===== config.mk =====
export PLATFORM = sky130hd
export DESIGN_NAME = frame_scan_reader
export DESIGN_NICKNAME = d
export VERILOG_FILES = /design/src/rtl/voxel_scan_pkg.sv /design/src/rtl/scan_bit_serializer.sv /design/src/rtl/frame_scan_reader.sv
export SDC_FILE = /design/constraint.sdc
export NUM_CORES = 1
export LEC_CHECK = 0
export CORE_MARGIN = 2
export CORE_UTILIZATION = 30
export CTS_BUF_LIST = sky130_fd_sc_hd__clkbuf_2
export DETAILED_ROUTE_END_ITERATION = 7
export PLACE_DENSITY_LB_ADDON = 0.15
export SLEW_MARGIN = 20
export SYNTH_ARGS = -nofsm -noshare
export SYNTH_HDL_FRONTEND = slang
export SYNTH_HIERARCHICAL = 1
export SYNTH_SLANG_ARGS = --single-unit

===== constraint.sdc =====
create_clock -name clk -period 4.6 [get_ports clk]
set_clock_uncertainty 0.1 [all_clocks]
set_input_delay 0.92 -clock clk [delete_from_list [all_inputs] [get_ports clk]]
set_output_delay 0.92 -clock clk [all_outputs]
set_load 0.05 [all_outputs]

===== src/rtl/voxel_scan_pkg.sv =====
// Shared types and widths for the voxel frame-buffer scan path.
package voxel_scan_pkg;

    localparam int FB_ADDR_W = 13;
    localparam int FB_DATA_W = 16;

    typedef enum logic [2:0] {
        IDLE,
        ADDR,
        WAIT,
        SHIFT,
        BLANK,
        LATCH
    } scan_state_t;

endpackage


===== src/rtl/scan_bit_serializer.sv =====
// Loads one frame-buffer word and shifts it out MSB-first with a divided shift clock.
module scan_bit_serializer
    import voxel_scan_pkg::*;
#(
    parameter int CLK_DIV = 2
) (
    input  logic                 clk,
    input  logic                 reset,
    input  logic                 load,
    input  logic [FB_DATA_W-1:0] data,
    output logic                 busy,
    output logic                 done,
    output logic                 sr_data,
    output logic                 sr_clk
);

    localparam int DIV_W = (CLK_DIV > 1) ? $clog2(CLK_DIV) : 1;
    localparam int BIT_W = $clog2(FB_DATA_W);

    logic [FB_DATA_W-1:0] shift_reg;
    logic [DIV_W-1:0]     div_cnt;
    logic [BIT_W-1:0]     bit_cnt;
    logic                 div_end;
    logic                 last_bit;

    assign div_end  = (div_cnt == DIV_W'(CLK_DIV - 1));
    assign last_bit = (bit_cnt == BIT_W'(FB_DATA_W - 1));
    assign done     = busy & sr_clk & div_end & last_bit;
    assign sr_data  = shift_reg[FB_DATA_W-1];

    always_ff @(posedge clk) begin
        if (reset) begin
            shift_reg <= '0;
            div_cnt   <= '0;
            bit_cnt   <= '0;
            busy      <= 1'b0;
            sr_clk    <= 1'b0;
        end else if (!busy) begin
            if (load) begin
                shift_reg <= data;
                div_cnt   <= '0;
                bit_cnt   <= '0;
                busy      <= 1'b1;
                sr_clk    <= 1'b0;
            end
        end else if (div_end) begin
            div_cnt <= '0;
            if (!sr_clk) begin
                sr_clk <= 1'b1;
            end else begin
                // Shift only after the high phase so data is stable across the rising edge.
                sr_clk    <= 1'b0;
                shift_reg <= {shift_reg[FB_DATA_W-2:0], 1'b0};
                bit_cnt   <= bit_cnt + 1'b1;
                if (last_bit) begin
                    busy <= 1'b0;
                end
            end
        end else begin
            div_cnt <= div_cnt + 1'b1;
        end
    end

endmodule


===== src/rtl/frame_scan_reader.sv =====
// Scans voxel layers out of frame-buffer port 2 into the serial LED driver chain,
// blanking the outputs around each layer latch.
module frame_scan_reader
    import voxel_scan_pkg::*;
#(
    parameter int WORDS_PER_LAYER = 512,
    parameter int NUM_LAYERS      = 16,
    parameter int CLK_DIV         = 2,
    parameter int BLANK_CYCLES    = 8
) (
    input  logic                          clk,
    input  logic                          reset,
    input  logic                          enable,
    output logic [FB_ADDR_W-1:0]          fb_address,
    input  logic [FB_DATA_W-1:0]          fb_readdata,
    output logic                          sr_data,
    output logic                          sr_clk,
    output logic                          sr_latch,
    output logic                          sr_oe_n,
    output logic [$clog2(NUM_LAYERS)-1:0] layer_sel,
    output logic                          frame_done
);

    localparam int WORD_W  = $clog2(WORDS_PER_LAYER);
    localparam int LAYER_W = $clog2(NUM_LAYERS);
    localparam int BLANK_W = $clog2(BLANK_CYCLES);

    scan_state_t        state;
    scan_state_t        next_state;
    logic [WORD_W-1:0]  word_cnt;
    logic [LAYER_W-1:0] layer_cnt;
    logic [BLANK_W-1:0] blank_cnt;
    logic               word_last;
    logic               layer_last;
    logic               blank_end;
    logic               ser_load;
    logic               ser_busy;
    logic               ser_done;

    assign word_last  = (word_cnt == WORD_W'(WORDS_PER_LAYER - 1));
    assign layer_last = (layer_cnt == LAYER_W'(NUM_LAYERS - 1));
    assign blank_end  = (blank_cnt == BLANK_W'(BLANK_CYCLES - 1));
    // The load cycle is the first SHIFT cycle: its closing edge is two edges after fb_address moved.
    assign ser_load   = (state == SHIFT) && !ser_busy;

    scan_bit_serializer #(
        .CLK_DIV(CLK_DIV)
    ) u_serializer (
        .clk    (clk),
        .reset  (reset),
        .load   (ser_load),
        .data   (fb_readdata),
        .busy   (ser_busy),
        .done   (ser_done),
        .sr_data(sr_data),
        .sr_clk (sr_clk)
    );

    always_comb begin
        next_state = state;
        unique case (state)
            IDLE:    if (enable) next_state = ADDR;
            ADDR:    next_state = WAIT;
            WAIT:    next_state = SHIFT;
            SHIFT:   if (ser_done) next_state = word_last ? BLANK : ADDR;
            BLANK:   if (blank_end) next_state = LATCH;
            LATCH:   next_state = enable ? ADDR : IDLE;
            default: next_state = IDLE;
        endcase
    end

    always_ff @(posedge clk) begin
        if (reset) begin
            state     <= IDLE;
            word_cnt  <= '0;
            layer_cnt <= '0;
            blank_cnt <= '0;
        end else begin
            state <= next_state;
            unique case (state)
                IDLE: begin
                    word_cnt  <= '0;
                    layer_cnt <= '0;
                end
                SHIFT: if (ser_done) word_cnt <= word_last ? '0 : word_cnt + 1'b1;
                BLANK: blank_cnt <= blank_end ? '0 : blank_cnt + 1'b1;
                LATCH: layer_cnt <= (layer_last || !enable) ? '0 : layer_cnt + 1'b1;
                default: ;
            endcase
        end
    end

    always_ff @(posedge clk) begin
        if (reset) begin
            fb_address <= '0;
            sr_latch   <= 1'b0;
            sr_oe_n    <= 1'b1;
            layer_sel  <= '0;
            frame_done <= 1'b0;
        end else begin
            if (state == ADDR) begin
                fb_address <= FB_ADDR_W'({layer_cnt, word_cnt});
            end
            sr_latch   <= (next_state == LATCH);
            frame_done <= (state == LATCH) && layer_last;
            if (next_state == LATCH) begin
                layer_sel <= layer_cnt;
            end
            // Outputs stay dark until a layer has actually been latched.
            if (state == LATCH && next_state == ADDR) begin
                sr_oe_n <= 1'b0;
            end else if (next_state inside {IDLE, BLANK, LATCH}) begin
                sr_oe_n <= 1'b1;
            end
        end
    end

endmodule


Word level (Yosys, flattened, before mapping). Index checks and enable logic that the tools add are counted.

Logic and storage cells: 86. Register bits: 62. Bits of input ports: 19.

Bitwise logic cells: 3. Muxes and demuxes: 33. Equal/unequal tests: 15. Add/sub/neg operators: 5. Reduce and logical (&&, ||, !) cells: 16.

Operators with widths (count): 2-to-1 mux 16 bit (4); 2-to-1 mux 4 bit (5); 2-to-1 mux 9 bit (2); case mux 3 bit (6 select lines) (1); case mux 9 bit (2 select lines) (1); equality test 3 bit (second input constant) (5); 2-to-1 mux 3 bit (5); 2-to-1 mux 1 bit (14); adder 9 x 1 -> 9 bit (second input constant) (1); equality test 9 bit (second input constant) (1); adder 4 x 1 -> 4 bit (second input constant) (2); equality test 4 bit (second input constant) (2); case mux 4 bit (2 select lines) (1); nonzero test 2 bit (4); equality test 3 x 1 -> 1 bit (second input constant) (2); equality test 3 x 2 -> 1 bit (second input constant) (2); logical NOT 3 bit (2); != test 2 bit (second input constant) (3); AND reduction 2 bit (2); adder 3 x 1 -> 3 bit (second input constant) (1); AND 1 bit (3); logical AND 1 bit (3); AND reduction 3 bit (1); nonzero test 3 bit (1); 3 further kinds (4).

Depth between registers and ports, before layout.
Depth in word-level cells: 9. Depth in mapped cells: 9.

Cells and area by module. The synthesis kept the hierarchy.

By module, submodules not included: frame_scan_reader (seq. area each 780.7 um^2, cells each 203, area each 1751.7 um^2, times used 1); scan_bit_serializer (seq. area each 460.4 um^2, cells each 110, area each 1041.0 um^2, times used 1).

Worst setup path after synthesis. No wires, ideal clock.

Path kind: reg2reg. Start point: register u_serializer.sr_clk. End point: register word_cnt[4]. Stages on the path, launching flop included: 7. Data arrival time: 2078 ps. Setup time: 115 ps. Period minus slack after synthesis: 2294 ps. Setup slack: 2306 ps. Cell sequence: dfxtp_1 > nand3_2 > nor2_1 > nand3_4 > a2111oi_2 > xnor2_1 > nor2_2.

Word-level cells in the longest chain between the ends: 5.

Ends and longest elaborated chain: start: declaration (line scan_bit_serializer.sv:14) `output logic sr_clk`; start signal: assignment (line scan_bit_serializer.sv:37) `sr_clk <= 1'b0;`; start signal: assignment (line scan_bit_serializer.sv:44) `sr_clk <= 1'b0;`; start signal: assignment (line scan_bit_serializer.sv:49) `sr_clk <= 1'b1;`; AND 1 bit (3 in a row) (line scan_bit_serializer.sv:28) `assign done = busy & sr_clk & div_end & last_bit;`; named net ser_done (line frame_scan_reader.sv:38) `logic ser_done;`; != test 2 bit (no source line); AND reduction 2 bit (no source line); end signal: assignment (line frame_scan_reader.sv:85) `SHIFT: if (ser_done) word_cnt <= word_last ? '0 : word_cnt + 1'b1;`; end: declaration (line frame_scan_reader.sv:30) `logic [WORD_W-1:0] word_cnt;`.

The timed path passes the listed nets, and every way through them passes these cells. A chain may end at the register's enable or synchronous reset.

Worst setup path after layout.
Start point: register u_serializer.sr_clk. End point: output sr_clk.

RTL lines: end: declaration (line frame_scan_reader.sv:17) `output logic sr_clk,`.

No word-level cell between the ends.

==> results.ini <==
[sta]
worst_slack_ns = 1.73
hold_ws_ns = 0.367
post-route-period-util_pct = 62.4
min_period_ns = 2.87
relSlewSlack_pct = 51.8
final-max-slew-violation-count = 0
hold_viol = 0
max_freq_mhz = 349
setup_viol = 0
fin_tns_setup_ns = 0
worst_slew_pin_slew_ns = 0.721
rsz0062_at_grt = no

[drt]
drt_iter0_markers = 67
wl_per_cell_um = 13.4
drt_first_pass_iters = 4
via_per_inst = 4.96
ant_nets = 0
drc_errors = 0
vias = 2293
wl_um = 6170

[logic_synthesis]
syn_area_per_cell_um2 = 8.92
ys_async_sr_fraction_pct = 0
netlist_instances = 313
yosysMostFrequentCell = dfxtp_1
dominantRegCellSynth = dfxtp_1
syn_area_um2 = 2790
synth_common_cells = 62 x dfxtp_1, 43 x a21oi_1, 40 x nand2_1
yosysWarnings = 6
yosysTopAreaCellShare_pct = 44.4
synth_cell_type_count = 43
synthTopCellsByArea = dfxtp_1 44%, a21oi_1 7.7%, mux2i_1 7.2%
synth_seq_area_share_pct = 44.4
ys_ff_latch = 62
synth_top_cell_by_area = dfxtp_1
syn_nets = 338
synth_edf_count = 0

[cts]
cts_sinks = 62
cts_made_buffers = 9
clk_path_buf_depth = 2
hold_buffers = 0
clock-root-buffer = clkbuf_2
cts_tree = built
clk_pin_slew_ns = 0.20
insertion_delay_ns = 0.50
post_cts_buffers = 0
cts_max_level = 3
cts_resized = 0

[global_route]
antenna_found_initial = 0
grt_pass1_vias = 2196
track_usage_pct = 12.8
grt_max_degree = 26
gr-total-overflow = 0
grt_pass1_wl_um = 10300

[setup_path]
cpLargestDelayFamily = buffers and inverters
r2r_slack_ns = 2.19
rr_startpoint = u_serializer/busy$_SDFF_PP0_
r2r-end = word_cnt[4]$_SDFFE_PP0P_
cp-end-kind = primary output
required_ns = 3.58
worst-path-buf-inv = 1
path_cells = clkdlybuf4s50_1
reg2reg_depth = 7
cp.arrival_ns = 1.85
slowest_delay_ns = 0.85
cp_max_fo = 6
path_class = flop to primary output
start_kind = flop
cp_slowest_cell = clkdlybuf4s50_1

[cells_and_area]
utilization_pct = 36.8
n_antenna_cell = 0
largest_reg_flops = 16
syn_to_final_growth_pct = 20.7
fillers = 964
final_nets = 371
drive_gt1_share_pct = 8.83

[hold_path]
whs_path_depth = 2
hold_path_class = flop to flop
worstHoldStart = fb_address[9]$_SDFFE_PP0P_
whs_endpoint = fb_address[9]$_SDFFE_PP0P_

[power_and_ir_drop]
swShare_pct = 26.0
p_per_area_nw_per_um2 = 307
p_int_mw = 0.766
p_leak_nw = 1.19
power.total_mw = 1.04
seqPwrFrac_pct = 54.1
clkPwrFrac_pct = 37.6
peakVddDrop_v = 0.0000991
p_sw_mw = 0.270
comb_power_share_pct = 8.3

[floorplan]
dieArea_um2 = 10100
start_util_pct = 30.5
pin_count = 41
core_um2 = 9150
die_w_um = 100
core.rowCount = 35
dieHeight_um = 100

[placement]
place.port_buffers = 40
dp_hpwl_um = 4020
place_ws_ns = 1.76
gp_congestion = 0.735

[run_status]
status = finished clean

[flow_run]
cap_violations = 0

[per-stage QoR]
step / cell area [um^2] / cells
detailed placement: 3230 / 446
floorplan: 2790 / 313
global route: 3370 / 462
finish: 3370 / 462
global placement: 3230 / 446
CTS: 3370 / 462
[layout by cell type (no fill, tap or decap), types with 3 or more instances in the layout]
| cell type | count |
|---|---|
| nor2_1 | 27 |
| mux2i_1 | 20 |
| ha_1 | 6 |
| xnor2_1 | 7 |
| buf_4 | 3 |
| clkdlybuf4s50_1 | 40 |
| o21ai_0 | 7 |
| nand2b_1 | 4 |
| nand3_1 | 8 |
| a21oi_1 | 43 |
| nor2b_1 | 6 |
| inv_1 | 3 |
| nand2_1 | 40 |
| nor3_1 | 5 |
| nand4b_1 | 5 |
| clkbuf_2 | 10 |
| nand4_1 | 3 |
| a211oi_2 | 4 |
| o31ai_1 | 16 |
| dfxtp_1 | 62 |
[worst max path at each step]
stage | from | end | slack [ns] | cells past startpoint
3_3_place_gp | reset | u_serializer/shift_reg[15]$_SDFFE_PP0P_ | 1.79 | 4
3_5_place_dp | reset | u_serializer/shift_reg[14]$_SDFFE_PP0P_ | 1.76 | 4
5_1_grt | u_serializer/sr_clk$_SDFFE_PP0P_ | sr_clk | 1.63 | 1
6_report | u_serializer/sr_clk$_SDFFE_PP0P_ | sr_clk | 1.73 | 1
4_1_cts | u_serializer/sr_clk$_SDFFE_PP0P_ | sr_clk | 1.67 | 1
2_1_floorplan | u_serializer/sr_clk$_SDFFE_PP0P_ | word_cnt[4]$_SDFFE_PP0P_ | 2.31 | 6
[logic make-up after synthesis]
| logic type | count (synthesis) | share of synthesized area [%] |
|---|---|---|
| muxes | 20 | 7.17 |
| and+or+nand+nor | 110 | 19.2 |
| buffers and inverters | 24 | 4.70 |
| DFF | 62 | 44.4 |
| xor gates and xnor gates | 8 | 2.51 |
| adders and majority gates | 6 | 2.69 |
| AOI/OAI and AO/OA | 83 | 19.3 |
[worst register-to-register path, delay by kind of cell, from the launching register on]
kind	cells	cell delay, ns
simple gates	4	0.96
compound gates	1	0.45
flops	1	0.34
buf+inv	1	0.31
xor+xnor	1	0.18
[layout make-up]
cell class	count	area [um^2]	share of cell area, %
clock inverters	6	86.3	2.56
clock buffers	10	50.0	1.48
flip-flops and latches	62	1240	36.8
well taps	111	139	4.12
inverters	3	11.3	0.334
repair buffers	43	423	12.5
multi-input cells	227	1420	42.1
[metal layers]
metal	up-vias	routed length (um)	global-route usage [%]	part of all wire (%)
li1	1182	-	-	-
met5	-	0	0	0
met1	1061	3080	16.0	50
met3	8	218	3.54	3.5
met4	0	84	5.37	1.4
met2	42	2790	20.9	45
[power by group through the flow]
stage	Combinational, mW	Clock (mW)	Sequential, mW
2_1_floorplan	0.0638	0	0.568
3_3_place_gp	0.0870	0	0.571
3_5_place_dp	0.0870	0	0.571
4_1_cts	0.0873	0.407	0.561
5_1_grt	0.0949	0.422	0.563
6_report	0.0859	0.389	0.560
Power figures use the tool's default switching activity.
